## config.mk

```make
export PLATFORM = sky130hd
export DESIGN_NAME = sdram_read_arb
export DESIGN_NICKNAME = d
export VERILOG_FILES = /design/src/rtl/sdram_read_arb.sv
export SDC_FILE = /design/constraint.sdc
export NUM_CORES = 1
export LEC_CHECK = 0
export ABC_AREA = 0
export CORE_AREA = 2 2 196 198
export CTS_BUF_LIST = sky130_fd_sc_hd__clkbuf_2 sky130_fd_sc_hd__clkbuf_4 sky130_fd_sc_hd__clkbuf_8
export CTS_CLUSTER_SIZE = 28
export DETAILED_ROUTE_END_ITERATION = 10
export DIE_AREA = 0 0 198 200
export HOLD_SLACK_MARGIN = 0.12
export PLACE_DENSITY = 0.83
export RECOVER_POWER = 50
export SLEW_MARGIN = 10
export SYNTH_ARGS = -nofsm -noshare
export SYNTH_HDL_FRONTEND = slang
export SYNTH_SLANG_ARGS = --single-unit
```

## constraint.sdc

```tcl
create_clock -name clk -period 7.65 [get_ports clk]
set_input_delay 1.1475 -clock clk [delete_from_list [all_inputs] [get_ports clk]]
set_output_delay 1.1475 -clock clk [all_outputs]
set_load 0.02 [all_outputs]
```

## src/rtl/sdram_read_arb.sv

```systemverilog
// Round-robin arbiter that shares one Avalon-MM burst read port among N_REQ requesters.
// Each accepted request becomes one burst; returned beats are tagged with the owner's out_valid bit.
module sdram_read_arb #(
    parameter int SDRAM_W = 128,
    parameter int N_REQ   = 4
) (
    input  logic                 clk,
    input  logic                 rst,
    input  logic [N_REQ*32-1:0]  req_addr,
    input  logic [N_REQ*11-1:0]  req_cnt,
    input  logic [N_REQ-1:0]     req_start,
    output logic [N_REQ-1:0]     req_busy,
    output logic [N_REQ-1:0]     req_done,
    output logic [N_REQ-1:0]     out_valid,
    output logic [10:0]          out_idx,
    output logic [SDRAM_W-1:0]   out_data,
    output logic                 av_read,
    output logic [31:0]          av_address,
    output logic [10:0]          av_burstcount,
    input  logic [SDRAM_W-1:0]   av_readdata,
    input  logic                 av_readdatavalid,
    input  logic                 av_waitrequest
);

    localparam int IW = (N_REQ > 1) ? $clog2(N_REQ) : 1;

    typedef enum logic [1:0] {IDLE, ISSUE, DATA} state_t;

    state_t               state_q, state_d;
    logic [N_REQ-1:0]     pending_q, pending_d;
    logic [31:0]          addr_q [N_REQ];
    logic [31:0]          addr_d [N_REQ];
    logic [10:0]          cnt_q [N_REQ];
    logic [10:0]          cnt_d [N_REQ];
    logic [31:0]          act_addr_q, act_addr_d;
    logic [10:0]          act_cnt_q, act_cnt_d;
    logic [IW-1:0]        rr_ptr_q, rr_ptr_d;
    logic [IW-1:0]        gnt_q, gnt_d;
    logic [10:0]          beat_q, beat_d;
    logic [N_REQ-1:0]     done_q, done_d;
    logic [N_REQ-1:0]     out_valid_q, out_valid_d;
    logic [10:0]          out_idx_q, out_idx_d;
    logic [SDRAM_W-1:0]   out_data_q, out_data_d;

    logic                 found;
    logic [IW-1:0]        sel;

    function automatic logic [IW-1:0] next_ptr(input logic [IW-1:0] p);
        return (p == IW'(N_REQ - 1)) ? '0 : p + 1'b1;
    endfunction

    always_ff @(posedge clk) begin
        if (rst) begin
            state_q     <= IDLE;
            pending_q   <= '0;
            act_addr_q  <= '0;
            act_cnt_q   <= '0;
            rr_ptr_q    <= '0;
            gnt_q       <= '0;
            beat_q      <= '0;
            done_q      <= '0;
            out_valid_q <= '0;
            out_idx_q   <= '0;
            out_data_q  <= '0;
            for (int i = 0; i < N_REQ; i++) begin
                addr_q[i] <= '0;
                cnt_q[i]  <= '0;
            end
        end else begin
            state_q     <= state_d;
            pending_q   <= pending_d;
            act_addr_q  <= act_addr_d;
            act_cnt_q   <= act_cnt_d;
            rr_ptr_q    <= rr_ptr_d;
            gnt_q       <= gnt_d;
            beat_q      <= beat_d;
            done_q      <= done_d;
            out_valid_q <= out_valid_d;
            out_idx_q   <= out_idx_d;
            out_data_q  <= out_data_d;
            for (int i = 0; i < N_REQ; i++) begin
                addr_q[i] <= addr_d[i];
                cnt_q[i]  <= cnt_d[i];
            end
        end
    end

    // First pending requester at or above rr_ptr, wrapping around.
    always_comb begin
        found = 1'b0;
        sel   = '0;
        for (int k = 0; k < N_REQ; k++) begin
            int j;
            j = int'(rr_ptr_q) + k;
            if (j >= N_REQ) j = j - N_REQ;
            if (!found && pending_q[j]) begin
                found = 1'b1;
                sel   = IW'(j);
            end
        end
    end

    always_comb begin
        state_d     = state_q;
        pending_d   = pending_q;
        act_addr_d  = act_addr_q;
        act_cnt_d   = act_cnt_q;
        rr_ptr_d    = rr_ptr_q;
        gnt_d       = gnt_q;
        beat_d      = beat_q;
        done_d      = '0;
        out_valid_d = '0;
        out_idx_d   = out_idx_q;
        out_data_d  = out_data_q;
        for (int i = 0; i < N_REQ; i++) begin
            addr_d[i] = addr_q[i];
            cnt_d[i]  = cnt_q[i];
            if (req_start[i] && !req_busy[i]) begin
                pending_d[i] = 1'b1;
                addr_d[i]    = req_addr[32*i +: 32];
                cnt_d[i]     = req_cnt[11*i +: 11];
            end
        end

        case (state_q)
            IDLE: begin
                if (found) begin
                    pending_d[sel] = 1'b0;
                    act_addr_d     = addr_q[sel];
                    act_cnt_d      = cnt_q[sel];
                    gnt_d          = sel;
                    beat_d         = '0;
                    // A zero-length request completes without touching the bus.
                    if (cnt_q[sel] == 11'd0) begin
                        done_d[sel] = 1'b1;
                        rr_ptr_d    = next_ptr(sel);
                    end else begin
                        state_d = ISSUE;
                    end
                end
            end
            ISSUE: begin
                if (!av_waitrequest) state_d = DATA;
            end
            DATA: begin
                if (av_readdatavalid) begin
                    out_data_d         = av_readdata;
                    out_idx_d          = beat_q;
                    out_valid_d[gnt_q] = 1'b1;
                    beat_d             = beat_q + 11'd1;
                    if (beat_q == act_cnt_q - 11'd1) begin
                        done_d[gnt_q] = 1'b1;
                        state_d       = IDLE;
                        rr_ptr_d      = next_ptr(gnt_q);
                        beat_d        = '0;
                    end
                end
            end
            default: state_d = IDLE;
        endcase
    end

    // Busy stays high through the done pulse so a restart lands the cycle after it.
    always_comb begin
        av_read       = (state_q == ISSUE);
        av_address    = av_read ? act_addr_q : 32'd0;
        av_burstcount = av_read ? act_cnt_q : 11'd0;
        req_done      = done_q;
        out_valid     = out_valid_q;
        out_idx       = out_idx_q;
        out_data      = out_data_q;
        for (int i = 0; i < N_REQ; i++) begin
            req_busy[i] = pending_q[i] | done_q[i] | ((state_q != IDLE) && (gnt_q == IW'(i)));
        end
    end

endmodule

```

==> results.json, run 1 <==
{
  "hold_class": "register to register",
  "async_flop_share_pct": 0,
  "grt_overflow": 0,
  "worstSetupStartpointType": "input pin",
  "rsz0062_at_grt": "false",
  "relSlewSlack_pct": -95.4,
  "numCtsBuffers": 59,
  "cp_slowest_cell": "nand2_1",
  "synth_top_area_cell": "edfxtp_1",
  "final_layout_size_suffix_gt1_share_pct": 6.21,
  "ys_types": 52,
  "synth-edff-count": 172,
  "areaGrowthSynthToFinish_pct": 40.3,
  "netlist_instances": 1734,
  "clock_sinks": 383,
  "root_buffer": "clkbuf_8",
  "netlist_area_um2": 16200,
  "ys.flop_type": "dfxtp_1",
  "routabilityCongestion": 0.909,
  "die_x_um": 198,
  "path_common_cell": "nand2_1",
  "dp_hpwl_um": 37800,
  "cts_tree": "done",
  "detail_route.first_pass.iterations": 6,
  "grtUsageTotal_pct": 26.5,
  "vias": 14200,
  "critPathBufInv": 1,
  "power.leakage_nw": 8.19,
  "synth_seq_cells": 383,
  "ios": 503,
  "io_buffers": 502,
  "htree_levels": 2,
  "clkTransAtPathRegs_ns": 0.06,
  "wl_per_cell_um": 19.6,
  "synth_top_area_share_pct": 31.9,
  "antenna_found_initial": 7,
  "hold_ws_ns": 0.452,
  "hold_violations": 0,
  "crit_path_end_kind": "register",
  "grt_max_degree": 96,
  "avgSynthCellArea_um2": 9.33,
  "fin_crit_sh_pct": 55.8,
  "drt_first_iter_violations": 980,
  "ctsHoldBuffers": 0,
  "setup-tns-final_ns": 0,
  "synth_fp_nets": 2052,
  "period_needed_ns": 4.27,
  "drtAntennaViolNets": 0,
  "peakVddDrop_mv": 0.199,
  "fillers": 2994,
  "fin_skew_ns": 0.0431,
  "finalNetCount": 2507,
  "initial_core_util_pct": 43.2,
  "powerDensity_nw_per_um2": 298,
  "cp_max_fo": 65,
  "die-area_um2": 39600,
  "cap_violations": 8,
  "path_class": "input pin to register",
  "drc": 0,
  "cp.arrival_ns": 4.75,
  "fp.coreArea_um2": 37400,
  "drt-total-wl_um": 54000,
  "violations": "max-capacitance violations, max-slew violations",
  "cts_buffer_depth": 3,
  "placementRows": 71,
  "path_cells": "dlygate4sd3_1, nand2_1, nand2_1, nand4_1, nor2_1, nand3_1, xor2_1, nor3_1",
  "synth.area.top_cells": "edfxtp_1 (32%), dfxtp_1 (26%), nand2_1 (11%)",
  "yosys_warnings": 0,
  "crit_required_ns": 8.13,
  "yosysSeqAreaShare_pct": 58.0,
  "first_global_vias": 13800,
  "grt_pass1_wl_um": 79200,
  "clk_latency_ns": 0.66,
  "viasPerCell": 5.17,
  "die_h_um": 200,
  "crit_family": "simple AND/OR/NAND/NOR gates",
  "drv_slew": 374,
  "setup-violations-final": 0,
  "cts-resized-gates": 0,
  "worst_slew_pin_slew_ns": 2.93,
  "slowest_delay_ns": 1.58,
  "timing.fmax_mhz": 234,
  "cts_setup_buffers": 0,
  "status": "complete, but fails checks"
}
## per-layer routing
metal  up-vias  GRT usage, %  routed length [um]
met2       729          47.8               27100
met5         -             0                  29
met4         4          11.8                2710
li1       6765             -                   -
met3       134          6.57                4920
met1      6604          29.9               19200
## cells in the mapped netlist, drive strengths merged, types with 11 or more instances
cell and instances:
buf 20, and2 216, nand2 471, xnor2 15
nor3 21, nor2b 11, clkbuf 103, nor2 25
a21oi 192, nand3 126, edfxtp 172, nor3b 11
and3 11, dfxtp 211, inv 15
## cell families (layout without fill, tap and decap cells)
group / after synthesis / after routing / share of synthesized area, %
AO/OA/AOI/OAI: 248 / 248 / 8.63
XOR/XNOR: 22 / 22 / 1.19
adder cells (fa/ha/maj): 10 / 10 / 0.774
buffers and inverters: 138 / 642 / 3.40
flip-flops: 383 / 383 / 58.0
multiplexers: 6 / 6 / 0.387
other: 0 / 3 / 0
AND/OR/NAND/NOR: 927 / 927 / 27.6
## stage by stage
stage | instance area, um^2 | total power [mW] | std cells | setup slack, ns | utilization (%)
finish | 22700 | 6.76 | 2752 | 3.38 | 60.7
global route | 22700 | 7.13 | 2751 | 3.01 | 60.7
CTS | 22700 | 6.78 | 2749 | 3.57 | 60.8
detailed placement | 21500 | 5.06 | 2639 | 3.68 | 57.6
global placement | 21500 | 4.99 | 2639 | 3.84 | 57.6
floorplan | 16200 | 4.20 | 1734 | 4.47 | -
## cell type report
type                            instances  area (um^2)  area share, %
Inverter                               15         56.3          0.248
Tap cell                              511          639           2.82
Clock buffer                           81         1020           4.50
Antenna cell                            3         7.51         0.0331
Multi-Input combinational cell       1213         6280           27.7
Sequential cell                       383         9390           41.4
Timing Repair Buffer                  517         5120           22.6
Clock inverter                         29          181          0.800
## worst paths after layout
path	start	endpoint	slack, ns	cells past startpoint
max	av_readdatavalid	beat_q[8]	3.38	8
min	act_addr_q[7]	act_addr_q[7]	0.45	2
max reg2reg	state_q[0]	addr_q[1][22]	3.48	5
min reg2reg	act_addr_q[7]	act_addr_q[7]	0.45	2
## registers in the layout, indices dropped and copies added (netlist names), 11 cells and up
name,flops
act_addr_q,32
act_cnt_q,11
addr_q,128
beat_q,11
cnt_q,44
out_data,128
out_idx,11
## where the power goes
| group | leakage, nW | internal [mW] | total [mW] | switching, mW |
|---|---|---|---|---|
| clock | 0.640 | 0.905 | 1.72 | 0.813 |
| sequential | 3.57 | 2.54 | 2.76 | 0.223 |
| combinational | 3.98 | 0.854 | 2.28 | 1.43 |
| total | 8.19 | 4.30 | 6.76 | 2.46 |
## worst min-delay path: stages, from the launching register on
cell	delay, ns
dfxtp_1	0.30
nand2_1	0.05
a21oi_1	0.05
## layout by cell type, fill, tap and decap left out, types with 3 or more instances in the layout
master,netlist,routed
nor4_1,7,6
a21o_1,5,4
buf_4,0,10
nand2_1,471,470
clkbuf_4,0,15
ha_1,10,10
nand2b_2,0,3
nor3b_1,11,11
clkinv_2,0,13
or2_2,5,5
clkinv_1,0,11
a221oi_1,10,10
nor2_2,1,3
diode_2,0,3
nor2b_1,10,9
nor3_1,20,20
a21oi_1,192,192
and2_1,216,106
inv_1,14,13
nor2_1,24,20
xor2_1,7,7
xnor2_1,15,15
a211o_1,7,7
dlygate4sd3_1,0,24
nand3_1,125,125
clkbuf_8,0,66
and2_0,0,109
o21ai_0,9,9
dfxtp_1,211,211
clkdlybuf4s50_1,0,477
a32oi_1,6,6
mux2i_1,4,4
clkbuf_1,103,5
edfxtp_1,172,172
and3_1,11,11
nand4_1,7,7
a211oi_1,10,10
(Power assumes the default switching activity.)
==> run 2, diff against run 1 <==
- CORE_AREA: 2 2 196 198 -> unset
- CORE_MARGIN: unset -> 2
- CORE_UTILIZATION: unset -> 44
- DIE_AREA: 0 0 198 200 -> unset
- PLACE_DENSITY: 0.83 -> 0.87
- clock period: 7.65 -> 3.6 ns (I/O delays scaled with it)
==> run 2 against run 1 <==
Effect of this change:
- the flow still finishes with violations (max-capacitance violations, max-slew violations)
- die area fell by 3.3%
- register-to-register slack worse by 3.1 ns
- highest routed layer unchanged
- worst hold slack lost 0.062 ns
- critical path type is now register to register
- via count up 1.2%
- setup slack lost 3.0 ns
- non-clock buffer count grew 9
- critical path depth shrank 2
- critical endpoint is now cnt_q[1][4]
==> results.json, run 2 (synthesis results as in run 1) <==
{
  "status": "complete, but fails checks",
  "violations": "max-capacitance violations, max-slew violations",
  "placementRows": 70,
  "antenna_found_initial": 7,
  "cap_violations": 2,
  "drt_first_iter_violations": 918,
  "peakVddDrop_mv": 0.414,
  "drv_slew": 178,
  "power.leakage_nw": 8.79,
  "worstSetupStartpointType": "register",
  "routabilityCongestion": 0.889,
  "htree_levels": 2,
  "drtAntennaViolNets": 0,
  "period_needed_ns": 3.23,
  "hold_violations": 0,
  "cts_tree": "done",
  "final_layout_size_suffix_gt1_share_pct": 6.86,
  "fin_skew_ns": 0.0318,
  "clk_latency_ns": 0.62,
  "grt_pass1_wl_um": 79600,
  "grtUsageTotal_pct": 27.0,
  "cts-resized-gates": 0,
  "crit_required_ns": 4.06,
  "cp.arrival_ns": 3.70,
  "root_buffer": "clkbuf_8",
  "setup-violations-final": 0,
  "vias": 14400,
  "drc": 0,
  "worst_slew_pin_slew_ns": 1.58,
  "viasPerCell": 5.31,
  "initial_core_util_pct": 44.4,
  "timing.fmax_mhz": 309,
  "clkTransAtPathRegs_ns": 0.06,
  "ctsHoldBuffers": 0,
  "areaGrowthSynthToFinish_pct": 41.3,
  "ios": 503,
  "grtUsageMet2_pct": 47.9,
  "path_class": "register to register",
  "dp_hpwl_um": 37500,
  "die-area_um2": 38300,
  "rsz0062_at_grt": "false",
  "cts_setup_buffers": 0,
  "cp_max_fo": 32,
  "drt-total-wl_um": 53300,
  "die_x_um": 196,
  "cts_buffer_depth": 3,
  "relSlewSlack_pct": -5.26,
  "use_met1_pct": 30.2,
  "grt_overflow": 0,
  "clock_sinks": 383,
  "fin_util_pct": 62.7,
  "detail_route.first_pass.iterations": 8,
  "fin_crit_sh_pct": 89.9,
  "finalNetCount": 2518,
  "setup-tns-final_ns": 0,
  "mostFrequentLayoutCells": "nand2_1 (469), clkdlybuf4s50_1 (354), dfxtp_1 (211), a21oi_1 (192), edfxtp_1 (172)",
  "grt_busiest_layer": "met2",
  "hold_class": "input pin to register",
  "grtUsageMet3_pct": 6.96,
  "fp.coreArea_um2": 36400,
  "crit_path_end_kind": "register",
  "layout_commonest_cell": "nand2_1",
  "wl_per_cell_um": 19.6,
  "numCtsBuffers": 61,
  "die_h_um": 196,
  "first_global_vias": 14100,
  "io_buffers": 502,
  "powerDensity_nw_per_um2": 643,
  "grt_max_degree": 145
}
run 2: cell count changes in the layout (fill, tap and decap cells not counted), moves of 3 or more:
| cell | before | now |
|---|---|---|
| clkdlybuf4s50_1 | 477 | 354 |
| dlygate4sd3_1 | 24 | 147 |
| and2_0 | 109 | 68 |
| and2_1 | 106 | 147 |
| clkbuf_4 | 15 | 24 |
| clkinv_1 | 11 | 4 |
| buf_4 | 10 | 15 |
| clkinv_2 | 13 | 8 |
| buf_12 | 0 | 3 |
| bufinv_16 | 1 | 4 |
| clkbuf_8 | 66 | 69 |
run 2: power breakdown:
group	switching, mW	internal [mW]	leakage, nW
clock network	1.67	2.27	0.699
logic	3.08	1.85	4.52
registers	0.460	5.37	3.57
total	5.21	9.49	8.79
run 2: area by class of cell:
| class | instances | area (um^2) |
|---|---|---|
| Multi-Input combinational cell | 1213 | 6280 |
| Clock buffer | 92 | 1120 |
| Tap cell | 468 | 586 |
| Sequential cell | 383 | 9390 |
| Antenna cell | 1 | 2.50 |
| Inverter | 15 | 56.3 |
| Timing Repair Buffer | 526 | 5230 |
| Fill cell | 2821 | 13600 |
| Clock inverter | 16 | 180 |
run 2: through the flow:
stage          setup WS [ns]  instance area [um^2]  power, mW  instances  hold slack (ns)
6_report               0.365                 22800       14.7       2714            0.390
2_1_floorplan          0.860                 16200       8.92       1734            0.432
3_3_place_gp           0.659                 21600       10.7       2605            0.439
4_1_cts                0.305                 22900       14.8       2713            0.339
5_1_grt               0.0989                 22800       15.5       2713            0.367
3_5_place_dp           0.509                 21600       10.9       2605            0.447
run 2: path summary, 6_finish.rpt:
kind / start / to / slack [ns] / depth (start not counted)
hold / removal: rst / act_cnt_q[0] / 0.39 / 2
setup reg to reg: state_q[1] / cnt_q[1][4] / 0.37 / 6
hold reg to reg: out_data[42] / out_data[42] / 0.45 / 2
setup / recovery: state_q[1] / cnt_q[1][4] / 0.37 / 6
run 2: critical path: stages, from the launching register on:
cell,delay [ns]
dfxtp_1,0.39
or2_0,0.37
a211o_1,0.42
or2_0,0.38
nor2_2,0.15
clkbuf_1,1.05
and2_1,0.32
run 2: metal layers:
metal  up-vias  share of wire (%)
met2       778                 50
met4        10                5.2
met3       157                9.6
li1       6789                  -
met5         -               0.14
met1      6678                 35
